**config.mk**
```make
export PLATFORM = sky130hd
export DESIGN_NAME = alu_share_arbiter
export DESIGN_NICKNAME = d
export VERILOG_FILES = /design/src/rtl/alu_pkg.sv /design/src/rtl/rr_arbiter.sv /design/src/rtl/alu_share_arbiter.sv
export SDC_FILE = /design/constraint.sdc
export NUM_CORES = 1
export LEC_CHECK = 0
export ABC_AREA = 1
export BUFFER_PORTS_ARGS = -buffer_cell sky130_fd_sc_hd__buf_4
export CAP_MARGIN = 20
export CORE_ASPECT_RATIO = 0.6
export CORE_UTILIZATION = 46
export CTS_BUF_LIST = sky130_fd_sc_hd__clkbuf_2 sky130_fd_sc_hd__clkbuf_4 sky130_fd_sc_hd__clkbuf_8
export CTS_CLUSTER_SIZE = 14
export DETAILED_ROUTE_END_ITERATION = 7
export PLACE_DENSITY_LB_ADDON = 0.15
export SLEW_MARGIN = 40
export SYNTH_ARGS = -nofsm -noshare
export SYNTH_HDL_FRONTEND = slang
export SYNTH_SLANG_ARGS = --single-unit
```
**constraint.sdc**
```tcl
create_clock -name clk -period 1.7 [get_ports clk]
set_input_delay 0.085 -clock clk [delete_from_list [all_inputs] [get_ports clk]]
set_output_delay 0.085 -clock clk [all_outputs]
set_load 0.05 [all_outputs]
```
**src/rtl/alu_pkg.sv**
```systemverilog
// Shared ALU definitions: control codes, default widths and the arbiter FSM encoding.
package alu_pkg;
   localparam int ALU_OP_W = 3;
   localparam int XLEN_DEF = 32;

   localparam logic [ALU_OP_W-1:0] ALU_ADD = 3'b000;
   localparam logic [ALU_OP_W-1:0] ALU_SUB = 3'b001;
   localparam logic [ALU_OP_W-1:0] ALU_AND = 3'b010;
   localparam logic [ALU_OP_W-1:0] ALU_OR  = 3'b011;
   localparam logic [ALU_OP_W-1:0] ALU_SLT = 3'b100;

   typedef enum logic [1:0] {
      ST_IDLE = 2'd0,
      ST_EXEC = 2'd1,
      ST_RESP = 2'd2
   } state_t;

   // High for op codes 3'b101..3'b111, for which the ALU outputs 0.
   function automatic logic op_illegal(input logic [ALU_OP_W-1:0] op);
      return op > ALU_SLT;
   endfunction
endpackage

```
**src/rtl/rr_arbiter.sv**
```systemverilog
// Combinational round-robin picker: the first set request after last_grant, wrapping.
module rr_arbiter #(
   parameter int NUM_REQ = 2,
   parameter int IDX_W   = $clog2(NUM_REQ)
) (
   input  logic [NUM_REQ-1:0] req,
   input  logic [IDX_W-1:0]   last_grant,
   output logic [NUM_REQ-1:0] gnt,
   output logic [IDX_W-1:0]   gnt_idx
);
   logic             found;
   logic [IDX_W:0]   sum;
   logic [IDX_W-1:0] cand;

   always_comb begin
      gnt     = '0;
      gnt_idx = '0;
      found   = 1'b0;
      sum     = '0;
      cand    = '0;
      for (int k = 1; k <= NUM_REQ; k++) begin
         // last_grant + k never exceeds 2*NUM_REQ-1, so one subtraction wraps it.
         sum = {1'b0, last_grant} + (IDX_W+1)'(k);
         if (sum >= (IDX_W+1)'(NUM_REQ))
            sum = sum - (IDX_W+1)'(NUM_REQ);
         cand = sum[IDX_W-1:0];
         if (!found && req[cand]) begin
            found     = 1'b1;
            gnt[cand] = 1'b1;
            gnt_idx   = cand;
         end
      end
   end
endmodule

```
**src/rtl/alu_share_arbiter.sv**
```systemverilog
// Round-robin share of one single-cycle ALU among NUM_REQ requesters, one op in flight.
module alu_share_arbiter
   import alu_pkg::*;
#(
   parameter int NUM_REQ = 2,
   parameter int XLEN    = XLEN_DEF,
   parameter int IDX_W   = $clog2(NUM_REQ)
) (
   input  logic                        clk,
   input  logic                        rst_n,
   input  logic [NUM_REQ-1:0]          req_valid,
   output logic [NUM_REQ-1:0]          req_ready,
   input  logic [NUM_REQ*XLEN-1:0]     req_a,
   input  logic [NUM_REQ*XLEN-1:0]     req_b,
   input  logic [NUM_REQ*ALU_OP_W-1:0] req_op,
   output logic [XLEN-1:0]             alu_src_a,
   output logic [XLEN-1:0]             alu_src_b,
   output logic [ALU_OP_W-1:0]         alu_ctrl,
   input  logic [XLEN-1:0]             alu_result,
   input  logic                        alu_zero,
   output logic [NUM_REQ-1:0]          rsp_valid,
   input  logic [NUM_REQ-1:0]          rsp_ready,
   output logic [XLEN-1:0]             rsp_result,
   output logic                        rsp_zero,
   output logic                        rsp_illegal,
   output logic                        busy
);
   state_t                            state;
   logic [IDX_W-1:0]                  last_grant;
   logic [IDX_W-1:0]                  owner;
   logic [XLEN-1:0]                   opa_q;
   logic [XLEN-1:0]                   opb_q;
   logic [ALU_OP_W-1:0]               opc_q;

   logic [NUM_REQ-1:0][XLEN-1:0]      a_arr;
   logic [NUM_REQ-1:0][XLEN-1:0]      b_arr;
   logic [NUM_REQ-1:0][ALU_OP_W-1:0]  op_arr;
   logic [NUM_REQ-1:0]                gnt;
   logic [IDX_W-1:0]                  gnt_idx;
   logic                              accept;

   assign a_arr  = req_a;
   assign b_arr  = req_b;
   assign op_arr = req_op;

   rr_arbiter #(
      .NUM_REQ (NUM_REQ),
      .IDX_W   (IDX_W)
   ) u_rr (
      .req        (req_valid),
      .last_grant (last_grant),
      .gnt        (gnt),
      .gnt_idx    (gnt_idx)
   );

   // The arbiter only resolves while idle; requests arriving mid-operation just wait.
   assign req_ready = (state == ST_IDLE) ? gnt : '0;
   assign accept    = (state == ST_IDLE) && (|gnt);

   // ALU is driven straight from the operand registers so it sees stable inputs all of EXEC.
   assign alu_src_a = opa_q;
   assign alu_src_b = opb_q;
   assign alu_ctrl  = opc_q;

   always_ff @(posedge clk or negedge rst_n) begin
      if (!rst_n) begin
         state       <= ST_IDLE;
         last_grant  <= IDX_W'(NUM_REQ-1);
         owner       <= '0;
         opa_q       <= '0;
         opb_q       <= '0;
         opc_q       <= '0;
         rsp_valid   <= '0;
         rsp_result  <= '0;
         rsp_zero    <= 1'b0;
         rsp_illegal <= 1'b0;
         busy        <= 1'b0;
      end else begin
         case (state)
            ST_IDLE: begin
               if (accept) begin
                  opa_q      <= a_arr[gnt_idx];
                  opb_q      <= b_arr[gnt_idx];
                  opc_q      <= op_arr[gnt_idx];
                  owner      <= gnt_idx;
                  last_grant <= gnt_idx;
                  busy       <= 1'b1;
                  state      <= ST_EXEC;
               end
            end
            ST_EXEC: begin
               rsp_result  <= alu_result;
               rsp_zero    <= alu_zero;
               rsp_illegal <= op_illegal(opc_q);
               rsp_valid   <= NUM_REQ'(1) << owner;
               state       <= ST_RESP;
            end
            ST_RESP: begin
               if (rsp_ready[owner]) begin
                  rsp_valid <= '0;
                  busy      <= 1'b0;
                  state     <= ST_IDLE;
               end
            end
            default: begin
               rsp_valid <= '0;
               busy      <= 1'b0;
               state     <= ST_IDLE;
            end
         endcase
      end
   end
endmodule

```
### Yosys cells after proc, flatten, opt, wreduce, memory -nomap -nowiden

Cells that the tools add are included.

| cells by class | value |
|---|---|
| add/subtract/negate cells | 4 |
| $mul | 0 |
| div/mod/pow operators | 0 |
| magnitude comparators | 9 |
| equality and inequality tests | 4 |
| shifts and indexed selects | 1 |
| multiplexer cells | 31 |
| bitwise logic cells | 3 |
| reductions and logical operators | 11 |

Operators by type and width:

| cell | number |
|---|---|
| two-way mux 32 bit | 4 |
| two-way mux 1 bit | 15 |
| case mux 2 bit (3 select lines) | 2 |
| two-way mux 2 bit | 5 |
| less-than comparator 1 x 2 -> 1 bit, second input constant | 4 |
| two-way mux 3 bit | 2 |
| AND reduction 2 bit | 3 |
| greater-or-equal comparator 2 bit, second input constant | 2 |
| logical AND 1 bit | 4 |
| != test 2 bit, second input constant | 2 |
| > comparator 3 bit, second input constant | 1 |
| case mux 1 bit (3 select lines) | 1 |
| AND reduction 3 bit | 1 |
| adder 1 x 1 -> 2 bit, second input constant | 1 |
| adder 1 x 2 -> 2 bit, second input constant | 1 |
| demux 1 bit (select 1 bit) | 2 |
| == test 2 x 1 -> 1 bit, second input constant | 1 |
| == test 2 bit, second input constant | 1 |
| greater-or-equal comparator 1 bit, second input constant | 2 |
| logical NOT 2 bit | 1 |
| inverter 1 bit | 2 |
| OR 2 bit | 1 |
| OR reduction 2 bit | 1 |
| << shifter 1 x 1 -> 2 bit, first input constant | 1 |
| 2 further kinds | 3 |

| word-level totals | value |
|---|---|
| register bits after elaboration | 108 |
| bits in latches | 0 |
| memory bits (writable) | 0 |
| bits in read-only memories | 0 |
| bits of input ports | 173 |
| output and inout bits | 106 |
| word-level logic and storage cells | 74 |
| memories kept | 0 |

### Longest topological paths before layout

Gate-level depths: netlist of the first run.

| logic depth | value |
|---|---|
| word-level depth | 14 |
| gate-level depth with buffers | 8 |
| mapped depth without buffers | 6 |

### Hierarchy

From an unflattened synthesis of the first run, not the netlist that was laid out.

| second synthesis, totals | value |
|---|---|
| cells, all modules | 622 |
| area total of the unflattened synthesis | 4943.5 sq um |

By module, submodules not included:

| module | times used | cells an instance | area each (sq um) | seq. area each (sq um) |
|---|---|---|---|---|
| alu_share_arbiter | 1 | 616 | 4918.5 | 2703.8 |
| rr_arbiter | 1 | 6 | 25.0 | 0.0 |

### Worst setup path after synthesis of the first run

OpenSTA, ideal clock, no wires.

| timing path | value |
|---|---|
| path kind | in2out |
| start | in req_valid[1] |
| end | out req_ready[0] |
| arrival time | 1364 ps |
| data required time | 1615 ps |
| setup slack | 251 ps |
| cell stages on the path | 4 |
| path buffers | 3 |
| path through | buf_2 > buf_4 > buf_2 > a21oi_1 |

| on the way | value |
|---|---|
| cells in the longest elaborated chain, start to end | 7 |
| elaborated cells on any way between the ends | 11 |
| those cells by class | mux (8); bitwise (1); reduce/logical (2) |

RTL lines:

| element | RTL line | source |
|---|---|---|
| from (decl) | alu_share_arbiter.sv:11 | `input logic [NUM_REQ-1:0] req_valid,` |
| two-way mux 1 bit (not written as such) (2 in a row) | rr_arbiter.sv:27 | `if (!found && req[cand]) begin` |
| two-way mux 1 bit | rr_arbiter.sv:27 |  |
| logical NOT 1 bit | rr_arbiter.sv:27 |  |
| logical AND 1 bit | rr_arbiter.sv:27 |  |
| two-way mux 2 bit (*) | rr_arbiter.sv:27 |  |
| two-way mux 2 bit (*) | alu_share_arbiter.sv:57 | `assign req_ready = (state == ST_IDLE) ? gnt : '0;` |
| to (decl) | alu_share_arbiter.sv:12 | `output logic [NUM_REQ-1:0] req_ready,` |

Mark *: on every way between the ends. The rest lies on a longest branch, timed or not. The select of a mux whose other input is x is not followed.

### Worst setup path in the final report of the first run

| timing path | value |
|---|---|
| start | reg last_grant |
| end | out req_ready[1] |

| on the way | value |
|---|---|
| cells in the longest elaborated chain, start to end | 11 |
| elaborated cells on any way between the ends | 29 |
| those cells by class | add/sub (4); order compare (6); mux (14); bitwise (1); reduce/logical (4) |

RTL lines:

| element | RTL line | source |
|---|---|---|
| from (decl) | alu_share_arbiter.sv:29 | `logic [IDX_W-1:0] last_grant;` |
| from (signal assigned) | alu_share_arbiter.sv:68 | `last_grant <= IDX_W'(NUM_REQ-1);` |
| from (signal assigned) | alu_share_arbiter.sv:86 | `last_grant <= gnt_idx;` |
| adder 1 x 1 -> 2 bit | rr_arbiter.sv:23 | `sum = {1'b0, last_grant} + (IDX_W+1)'(k);` |
| greater-or-equal comparator 2 bit / subtractor 1 bit (equally long branches) | rr_arbiter.sv:24, rr_arbiter.sv:25 |  |
| two-way mux 1 bit | rr_arbiter.sv:24 | `if (sum >= (IDX_W+1)'(NUM_REQ))` |
| less-than comparator 1 x 2 -> 1 bit (not written as such) / greater-or-equal comparator 1 bit (equally long branches) | rr_arbiter.sv:29 | `gnt[cand] = 1'b1;` |
| logical AND 1 bit (not written as such) | rr_arbiter.sv:29 |  |
| two-way mux 1 bit (not written as such) | rr_arbiter.sv:29 |  |
| demux 1 bit (select 1 bit) | n/a |  |
| two-way mux 2 bit | rr_arbiter.sv:27 |  |
| OR 2 bit (no line) | n/a |  |
| two-way mux 2 bit (*) | rr_arbiter.sv:27 |  |
| two-way mux 2 bit (*) | alu_share_arbiter.sv:57 |  |

Marks and branches as above.

==> results.cfg, run 1 <==
[status]
outcome = completed

[critical_path]
end_kind = primary output
ff2ff_path_depth = 7
arrival_ns = 1.51
cp_max_fo = 23
crit_type = flip-flop to primary output
critPathRequiredTime_ns = 1.62
startpoint_type = flip-flop

[clock_tree]
path_clk_slew_ns = 0.11
clock_latency_ns = 0.36
post-cts-setup-buffers = 0
cts.path.max_buffers = 2
numCtsBuffers = 9
cts.sinks = 108
root_buffer = clkbuf_8
cts_max_level = 3
cts_tree = yes

[floorplan]
die_area_um2 = 11500
io_pins = 279
initial_core_util_pct = 47.6
dieWidth_um = 138
core_um2 = 10700
die_y_um = 83.4
rows = 29

[routing]
antenna_left = 0
routed_via_density = 5.00
first_pass_iters = 5
wirelength_um = 17600
routedWlPerCell_um = 15.0
drc = 0
drtIter0Drc = 285
dr_total_vias = 5861

[synthesis]
ys_seq_elements = 108
yosysWarnings = 0
syn_nets = 861
avgSynthCellArea_um2 = 7.38
yosys.cell_types.count = 19
synth_cells = 688
netlist_area_um2 = 5080
ys_seq_area_share_pct = 53.2

[sta]
fin_skew_ns = 0.00697
slew_viol_final = 0
period_share_pct = 93.6
finalCriticalPeriod_ns = 1.59
hold_viol = 0
worst_slew_pin_slew_ns = 0.550
whs_ns = 0.0137
finalSetupTns_ns = 0
rsz0062_at_grt = no
setup_viol = 0
slew_headroom_pct = 63.3
fmax_mhz = 628

[final_layout]
layout.nets = 1200
multi_input_area_um2 = 2130
fin_area_um2 = 8250
drive_above_1_share_pct = 30.9
n_fill_cell = 762
regArea_um2 = 2700
area_growth_pct = 62.4

[power]
finalPower_mw = 16.1
power_leakage_nw = 4.75
ir_drop_v = 0.00134
powerDensity_nw_per_um2 = 1960

[worst_hold_path]
min_path_type = primary input to flip-flop
holdPathStages = 5

[grt]
grt_max_degree = 52
antenna_found_initial = 0
grt_pass1_vias = 5782
grt-ovfl-total = 0
track_usage_pct = 31.5
grt_pass1_wl_um = 28000

[place]
place.port_buffers = 278
place.gp.congestion = 0.799
dp_hpwl_um = 11500
placed_cell_area_um2 = 7270

[job]
maxCapViolCount = 0
==> power breakdown <==
group	leakage [nW]	switching [mW]	internal, mW	total [mW]
combinational	3.32	7.13	2.92	10.0
sequential	1.34	0.754	3.82	4.57
clock	0.0900	0.901	0.616	1.52
total	4.75	8.79	7.35	16.1
==> metrics by stage <==
stage | setup slack (ns) | utilization (%) | cells
global route | 0.0287 | 77.3 | 1171
floorplan | 0.251 | - | 688
CTS | 0.0448 | 77.2 | 1171
global placement | 0.390 | 68.2 | 1078
finish | 0.109 | 77.3 | 1172
detailed placement | 0.327 | 68.2 | 1078
==> routing by layer <==
layer	vias up	track usage [%]	wire length, um
met3	52	8.67	1400
li1	2784	-	-
met5	-	0	0
met1	2764	37.7	6910
met4	0	13.0	567
met2	261	53.0	8750
==> kinds of logic after synthesis <==
kind of cell	synth area share (%)
AND/OR/NAND/NOR	41.1
buffers and inverters	5.05
AO/OA/AOI/OAI	0.641
flip-flops	53.2
==> layout by cell type, fill, tap and decap left out, types with 2 or more instances in the layout <==
| cell | n |
|---|---|
| nand3_1 | 68 |
| clkbuf_8 | 10 |
| clkbuf_4 | 2 |
| inv_1 | 4 |
| buf_4 | 288 |
| o21ai_0 | 4 |
| clkinvlp_4 | 2 |
| dlygate4sd3_1 | 77 |
| nand2_2 | 2 |
| dfrtp_1 | 107 |
| nand2_1 | 450 |
| inv_2 | 3 |
| buf_12 | 4 |
==> worst max-delay path, stage by stage, from the launching register on <==
cell	delay [ns]
dfstp_2	0.56
nand2_2	0.08
buf_8	0.17
nand3_2	0.10
inv_1	0.05
buf_4	0.18
==> cell usage after synthesis (all sizes together) <==
cell / count / area (um^2)
o21bai: 1 / 7.51
nand3: 69 / 345
buf: 29 / 181
o21ai: 4 / 20.0
a21oi: 1 / 5.00
dfstp: 1 / 26.3
clkbuf: 13 / 48.8
inv: 7 / 26.3
dfrtp: 107 / 2680
nand2: 452 / 1700
nor2: 4 / 41.3
==> layout make-up <==
cell class                      count  area share [%]
Clock buffer                       12            1.85
Clock inverter                      4           0.395
Sequential cell                   108            32.8
Timing Repair Buffer              370            36.7
Inverter                            7           0.319
Multi-Input combinational cell    531            25.8
Tap cell                          139            2.11
Antenna cell                        1          0.0303
==> registers in the layout (all words and copies together), names as in the netlist <==
register	flops
rsp_result	32
alu_ctrl	3
alu_src_b	32
rsp_valid	2
rsp_illegal	1
state	2
busy	1
rsp_zero	1
owner	1
alu_src_a	32
last_grant	1
==> what timing repair did <==
action,in CTS,in global routing
gates resized for setup,1,2
pin swaps,0,0
setup endpoints to repair,1,1
hold buffers,77,0
hold endpoints to repair,111,0
==> path summary, 6_finish.rpt <==
check | slack (ns) | end | startpoint
min reg2reg | 0.49 | rsp_result[0] | rsp_result[0]
min | 0.01 | alu_src_b[12] | req_b[12]
max reg2reg | 0.28 | alu_src_b[3] | last_grant
min in group asynchronous | 0.23 | rsp_result[6] | rst_n
max in group asynchronous | 0.84 | rsp_result[27] | rst_n
max | 0.11 | req_ready[1] | last_grant
No activity file was read; power rests on OpenSTA's default activity.
==> inputs of run 2 (changes only) <==
--- a/config.mk
+++ b/config.mk
@@ -5,15 +5,15 @@
 export SDC_FILE = /design/constraint.sdc
 export NUM_CORES = 1
 export LEC_CHECK = 0
-export ABC_AREA = 1
-export BUFFER_PORTS_ARGS = -buffer_cell sky130_fd_sc_hd__buf_4
 export CAP_MARGIN = 20
-export CORE_ASPECT_RATIO = 0.6
-export CORE_UTILIZATION = 46
+export CORE_AREA = 2 2 107 109
 export CTS_BUF_LIST = sky130_fd_sc_hd__clkbuf_2 sky130_fd_sc_hd__clkbuf_4 sky130_fd_sc_hd__clkbuf_8
 export CTS_CLUSTER_SIZE = 14
 export DETAILED_ROUTE_END_ITERATION = 7
+export DIE_AREA = 0 0 109 111
+export DONT_BUFFER_PORTS = 1
 export PLACE_DENSITY_LB_ADDON = 0.15
+export RECOVER_POWER = 25
 export SLEW_MARGIN = 40
 export SYNTH_ARGS = -nofsm -noshare
 export SYNTH_HDL_FRONTEND = slang
==> run 2 against run 1 <==
Effect of this change:
- the run now fails in clock tree synthesis
- synthesized cell count shrank 54%
- synthesized area shrank 1.9%
==> results.cfg, run 2 <==
[floorplan]
die_y_um = 111
initial_core_util_pct = 45.0
rows = 39
dieWidth_um = 109
io_pins = 279

[clock_tree]
numCtsBuffers = 9
cts_max_level = 3
post-cts-setup-buffers = 0
cts.path.max_buffers = 2
ctsHoldBuffers = 101
root_buffer = clkbuf_8
cts.sinks = 108
cts_resized = 1

[synthesis]
async_flop_share_pct = 100
yosysMostFrequentCell = mux2_2
synth_top_area_share_pct = 53.8
synth_cells = 317
yosysWarnings = 0
syn_nets = 490
yosys.cell_types.count = 24
ys_seq_area_share_pct = 54.3
netlist_area_um2 = 4980
ys_top_cells_by_count = 138 x mux2_2, 107 x dfrtp_1, 28 x mux2_4
ys_seq_elements = 108
ys.flop_type = dfrtp_1
synth_edf_count = 0
avgSynthCellArea_um2 = 15.7
netlist.top_cell.by_area = dfrtp_1
synth_area_leaders = dfrtp_1 54%, mux2_2 31%, mux2_4 8.4%

[place]
place.gp.congestion = 0.729
placed_cell_area_um2 = 5170
dp_hpwl_um = 7400
place.port_buffers = 0

[status]
stop_error = [ERROR RSZ-0060] Max buffer count reached.
failed_stage = clock tree synthesis
outcome = stopped before the end
[run 2: cell types whose count changed after synthesis, sizes merged, moves of 5 or more]
cell    before  now
nand2      452    2
nand3       69    0
clkbuf      13    0
mux2         0  167
buf         29   19
inv          7    2
[run 2: cells by family after synthesis]
| logic type | after synthesis | share of synthesized area, % |
|---|---|---|
| mux | 169 | 40.3 |
| flops | 108 | 54.3 |
| buf+inv | 21 | 2.81 |
| compound gates | 11 | 1.78 |
| simple gates | 8 | 0.854 |
[run 2: metrics by stage]
step           utilization, %  hold slack [ns]  instances  setup WS (ns)
3_5_place_dp             46.7           -0.208        452         0.0762
3_3_place_gp             46.7           -0.209        452         0.0948
2_1_floorplan               -           -0.211        317          0.151
==> inputs of run 3 (changes only) <==
--- a/config.mk
+++ b/config.mk
@@ -6,11 +6,8 @@
 export NUM_CORES = 1
 export LEC_CHECK = 0
 export CAP_MARGIN = 20
-export CORE_AREA = 2 2 107 109
-export CTS_BUF_LIST = sky130_fd_sc_hd__clkbuf_2 sky130_fd_sc_hd__clkbuf_4 sky130_fd_sc_hd__clkbuf_8
-export CTS_CLUSTER_SIZE = 14
+export CORE_UTILIZATION = 40
 export DETAILED_ROUTE_END_ITERATION = 7
-export DIE_AREA = 0 0 109 111
 export DONT_BUFFER_PORTS = 1
 export PLACE_DENSITY_LB_ADDON = 0.15
 export RECOVER_POWER = 25
==> run 3 against run 2 <==
Effect of this change:
- the flow now finishes, with violations (negative hold slack)
- synthesized area unchanged
- synthesized cell count did not move
==> results.cfg, run 3 <==
[routing]
route.met2.wl_um = 5640
first_pass_iters = 4
drt-met1-wl_um = 4130
drc = 0
antenna_left = 0
drtIter0Drc = 98
routed_via_density = 5.09
routedWlPerCell_um = 18.9
dr_total_vias = 2953
maxUsedRoutingLayer = met4
wl_met3_um = 1020
wirelength_um = 11000

[synthesis]
netlist.top_cell.by_area = dfrtp_1
ys.flop_type = dfrtp_1
synth_top_area_share_pct = 53.8
synth_cells = 317
yosysMostFrequentCell = mux2_2
avgSynthCellArea_um2 = 15.7
netlist_area_um2 = 4980
yosysWarnings = 0
synth_edf_count = 0
yosys.cell_types.count = 24
ys_seq_area_share_pct = 54.3
synth_area_leaders = dfrtp_1 54%, mux2_2 31%, mux2_4 8.4%
ys_top_cells_by_count = 138 x mux2_2, 107 x dfrtp_1, 28 x mux2_4
syn_nets = 490
async_flop_share_pct = 100
ys_seq_elements = 108

[sta]
hold_viol = 108
fmax_mhz = 599
whs_ns = -0.579
worst_slew_pin_slew_ns = 0.541
slew_headroom_pct = 63.9
rsz0062_at_grt = yes
finalCriticalPeriod_ns = 1.67
fin_skew_ns = 0.0125
period_share_pct = 98.2
setup_viol = 0
slew_viol_final = 0

[clock_tree]
clock_latency_ns = 0.35
cts.path.max_buffers = 2
root_buffer = clkbuf_16
path_clk_slew_ns = 0.07
numCtsBuffers = 9
cts_tree = yes
cts.sinks = 108
cts_max_level = 3
post-cts-setup-buffers = 0

[power]
switchingPower_mw = 7.79
ir_drop_v = 0.00102
swShare_pct = 50.3
pwr-share-comb_pct = 24.0
pwr-share-clk_pct = 16.1
power_leakage_nw = 2.72
cellInternalPower_mw = 7.70
p_seq_share_pct = 59.9
powerDensity_nw_per_um2 = 2400

[floorplan]
die_area_um2 = 12900
die_y_um = 114
dieWidth_um = 114
rows = 40
core_um2 = 12100
io_pins = 279
initial_core_util_pct = 41.3

[final_layout]
drive_above_1_share_pct = 48.3
antenna_cells = 0
fin_cells = 580
final_cell_mix = 138 x mux2_2, 107 x dfrtp_1, 87 x dlygate4sd3_1
layout.nets = 580
fin_area_um2 = 6450
layout_commonest_cell = mux2_2
area_growth_pct = 29.5

[status]
outcome = complete, but fails checks
violations = negative hold slack

[grt]
grt_max_degree = 109
grt_pass1_vias = 3120
grt_pass1_wl_um = 16500
grt-ovfl-total = 0
track_usage_pct = 17.0
antenna_found_initial = 0

[place]
place.port_buffers = 0
place.gp.congestion = 0.695
place_inst = 477
dp_hpwl_um = 7190
placed_cell_area_um2 = 5220

[critical_path]
critPathRequiredTime_ns = 1.93
startpoint_type = flip-flop
crit_type = flip-flop to flip-flop
cp_max_fo = 49
cpPeakStageDelay_ns = 0.39
slowest_stage = dfstp_2
crit_chain = a21boi_4 -> buf_12 -> mux2_2 -> mux2_2
arrival_ns = 1.90
cpMostUsedCell = mux2_2
end_kind = flip-flop

[job]
maxCapViolCount = 0

[worst_hold_path]
min_path_type = primary input to async pin
[run 3: cell counts after synthesis]
Identical to the previous run, type by type.
[run 3: routing by layer]
metal	vias up	global-route usage (%)
met4	0	7.89
li1	1314	-
met5	-	0
met1	1454	18.5
met3	12	6.00
met2	173	29.8
[run 3: cells by family after synthesis]
logic type             after synthesis  synth area share, %
flip-flops                         108                 54.3
buffers and inverters               21                 2.81
multiplexers                       169                 40.3
AO/OA/AOI/OAI                       11                 1.78
AND/OR/NAND/NOR                      8                0.854
[run 3: per-stage QoR]
stage	hold WS, ns	utilization, %	worst slack [ns]	power (mW)	TNS (ns)
after floorplan	-0.211	-	0.151	12.0	0
after global placement	-0.208	43.3	0.0971	12.9	0
after detailed placement	-0.208	43.3	0.0654	13.0	0
after CTS	-0.595	53.1	0.00633	15.6	0
after global routing	-0.601	53.5	-0.0240	16.1	-0.0358
final	-0.579	53.5	0.0303	15.5	0
[run 3: area by class of cell]
class | instances | area (um^2)
flip-flops and latches | 108 | 2700
well taps | 168 | 210
multi-input cells | 188 | 2150
inverters | 2 | 7.51
fillers | 962 | 5610
repair buffers | 98 | 1020
clock inverters | 5 | 108
clock buffers | 11 | 253
[run 3: what timing repair did]
action                                  in CTS  in global routing
endpoints found under the setup margin       1                  2
hold buffers                                82                  5
pin swaps                                    0                  0
gates resized for setup                      1                  0
gates cloned                                 0                  0
hold endpoints to repair                   169                111
[run 3: path summary, 6_finish.rpt]
path                              from       endpoint  slack [ns]  cells past startpoint
hold reg to reg            alu_ctrl[0]    alu_ctrl[0]        0.54                      1
max in group asynchronous        rst_n     last_grant        2.07                      0
hold / removal                   rst_n  rsp_result[0]       -0.58                      0
setup reg to reg            last_grant  alu_src_a[19]        0.03                      4
setup / recovery            last_grant  alu_src_a[19]        0.03                      4
min in group clk              req_b[1]   alu_src_b[1]        0.01                      2
[run 3: power groups by stage]
stage          clock network, mW  logic [mW]  registers [mW]
2_1_floorplan                  0        2.93            9.11
3_3_place_gp                   0        3.50            9.38
3_5_place_dp                   0        3.61            9.37
4_1_cts                     2.55        3.76            9.32
5_1_grt                     2.67        4.01            9.45
6_report                    2.49        3.72            9.29
[run 3: critical path: cells and delay by family (launching register included)]
family                 cells  cell delay [ns]
muxes                      2             0.64
DFF                        1             0.39
buffers and inverters      1             0.29
AOI/OAI and AO/OA          1             0.16
==> inputs of run 4 (changes only) <==
==> constraint.sdc (replaced) <==
create_clock -name clk -period 1.9 [get_ports clk]
set_input_delay 0.095 -clock clk [delete_from_list [all_inputs] [get_ports clk]]
set_output_delay 0.095 -clock clk [all_outputs]
set_load 0.05 [all_outputs]
==> run 4 against run 3 <==
Effect of this change:
- the flow still finishes with violations (negative hold slack)
- routed wire length down 6.4%
- hold slack improved by 0.015 ns
- worst setup slack gained 0.14 ns
- critical path type is now flip-flop to primary output
- highest routed layer unchanged
==> results.cfg, run 4 (synthesized netlist as in run 3, its figures left out) <==
[status]
outcome = complete, but fails checks
violations = negative hold slack

[final_layout]
area_growth_pct = 18.7
layout_commonest_cell = mux2_2
antenna_cells = 0
drive_above_1_share_pct = 53.9
final_cell_mix = 138 x mux2_2, 107 x dfrtp_1, 40 x dlygate4sd3_1
n_fill_cell = 1048
layout.nets = 530

[place]
dp_hpwl_um = 7190
place.port_buffers = 0
place.gp.congestion = 0.695

[critical_path]
critPathRequiredTime_ns = 1.80
arrival_ns = 1.64
crit_type = flip-flop to primary output
startpoint_type = flip-flop
end_kind = primary output
cp_max_fo = 49

[routing]
first_pass_iters = 3
wl_met3_um = 1020
dr_total_vias = 2731
antenna_left = 0
wirelength_um = 10300
route.met2.wl_um = 5390
drc = 0
maxUsedRoutingLayer = met4
drt-met1-wl_um = 3680
drtIter0Drc = 86
routed_via_density = 5.15
routedWlPerCell_um = 19.4

[clock_tree]
cts_max_level = 3
clock_latency_ns = 0.35
cts.path.max_buffers = 2
numCtsBuffers = 9
ctsHoldBuffers = 40
path_clk_slew_ns = 0.07
cts_tree = yes
root_buffer = clkbuf_16
cts.sinks = 108
cts_resized = 0

[sta]
whs_ns = -0.565
setup_viol = 0
slew_headroom_pct = 64.3
hold_viol = 108
period_share_pct = 91.1
fmax_mhz = 578
slew_viol_final = 0
finalSetupTns_ns = 0
worst_slew_pin_slew_ns = 0.535
finalCriticalPeriod_ns = 1.73
fin_skew_ns = 0.0118
rsz0062_at_grt = no

[grt]
antenna_found_initial = 0
track_usage_pct = 16.0
grt_max_degree = 109
grt_pass1_vias = 2859
grt-ovfl-total = 0
grt_pass1_wl_um = 15400

[floorplan]
die_y_um = 114
dieWidth_um = 114
die_area_um2 = 12900
rows = 40
initial_core_util_pct = 41.3
io_pins = 279
core_um2 = 12100

[worst_hold_path]
min_path_type = primary input to async pin

[job]
maxCapViolCount = 0
run 4: cell types whose count changed in the layout (fill, tap and decap cells not counted):
| cell | change |
|---|---|
| dlygate4sd3_1 | -47 |
| buf_4 | -2 |
| clkinv_2 | +2 |
| and2_1 | +1 |
| and2_4 | -1 |
| buf_12 | -1 |
| bufinv_16 | -1 |
| clkbuf_8 | -1 |
run 4: repair_timing:
item	CTS	global route
buffers inserted	0	0
setup endpoints to repair	0	0
endpoints found under the hold margin	147	108
run 4: final timing paths:
check,slack [ns],to,depth (start not counted),startpoint
hold reg to reg,0.54,rsp_valid[1],1,state[1]
max in group asynchronous,2.26,last_grant,0,rst_n
setup / recovery,0.17,req_ready[1],4,last_grant
min in group clk,0.02,alu_src_a[2],2,req_a[34]
setup reg to reg,0.26,alu_src_a[24],4,last_grant
hold / removal,-0.56,rsp_result[30],0,rst_n
run 4: worst max-delay path, stage by stage (launching register included):
cell and delay (ns):
dfstp_2 0.39, a21boi_4 0.17, buf_12 0.30, and2_1 0.21, buf_4 0.21
run 4: per-stage QoR:
step	std cells	utilization, %	hold WS (ns)	setup slack [ns]	cell area [um^2]
5_1_grt	530	49.0	-0.587	0.0776	5910
4_1_cts	530	49.0	-0.583	0.129	5910
3_5_place_dp	474	43.0	-0.198	0.267	5180
3_3_place_gp	474	43.0	-0.198	0.292	5180
2_1_floorplan	317	-	-0.201	0.351	4980
6_report	530	49.0	-0.565	0.169	5910
run 4: area by class of cell:
class / count / area [um^2] / area share [%]
Sequential cell: 108 / 2700 / 45.7
Multi-Input combinational cell: 188 / 2150 / 36.4
Timing Repair Buffer: 48 / 510 / 8.64
Clock buffer: 10 / 239 / 4.04
Tap cell: 168 / 210 / 3.56
Clock inverter: 6 / 87.6 / 1.48
Inverter: 2 / 7.51 / 0.127
run 4: layer usage:
| layer | vias to the layer above | global-route usage (%) |
|---|---|---|
| met5 | - | 0 |
| li1 | 1214 | - |
| met2 | 169 | 28.2 |
| met4 | 0 | 8.16 |
| met1 | 1337 | 17.1 |
| met3 | 11 | 5.21 |
Power of run 4 is not shown: default switching activity piles up to over one toggle a cycle in this logic, so the estimate is an artifact.
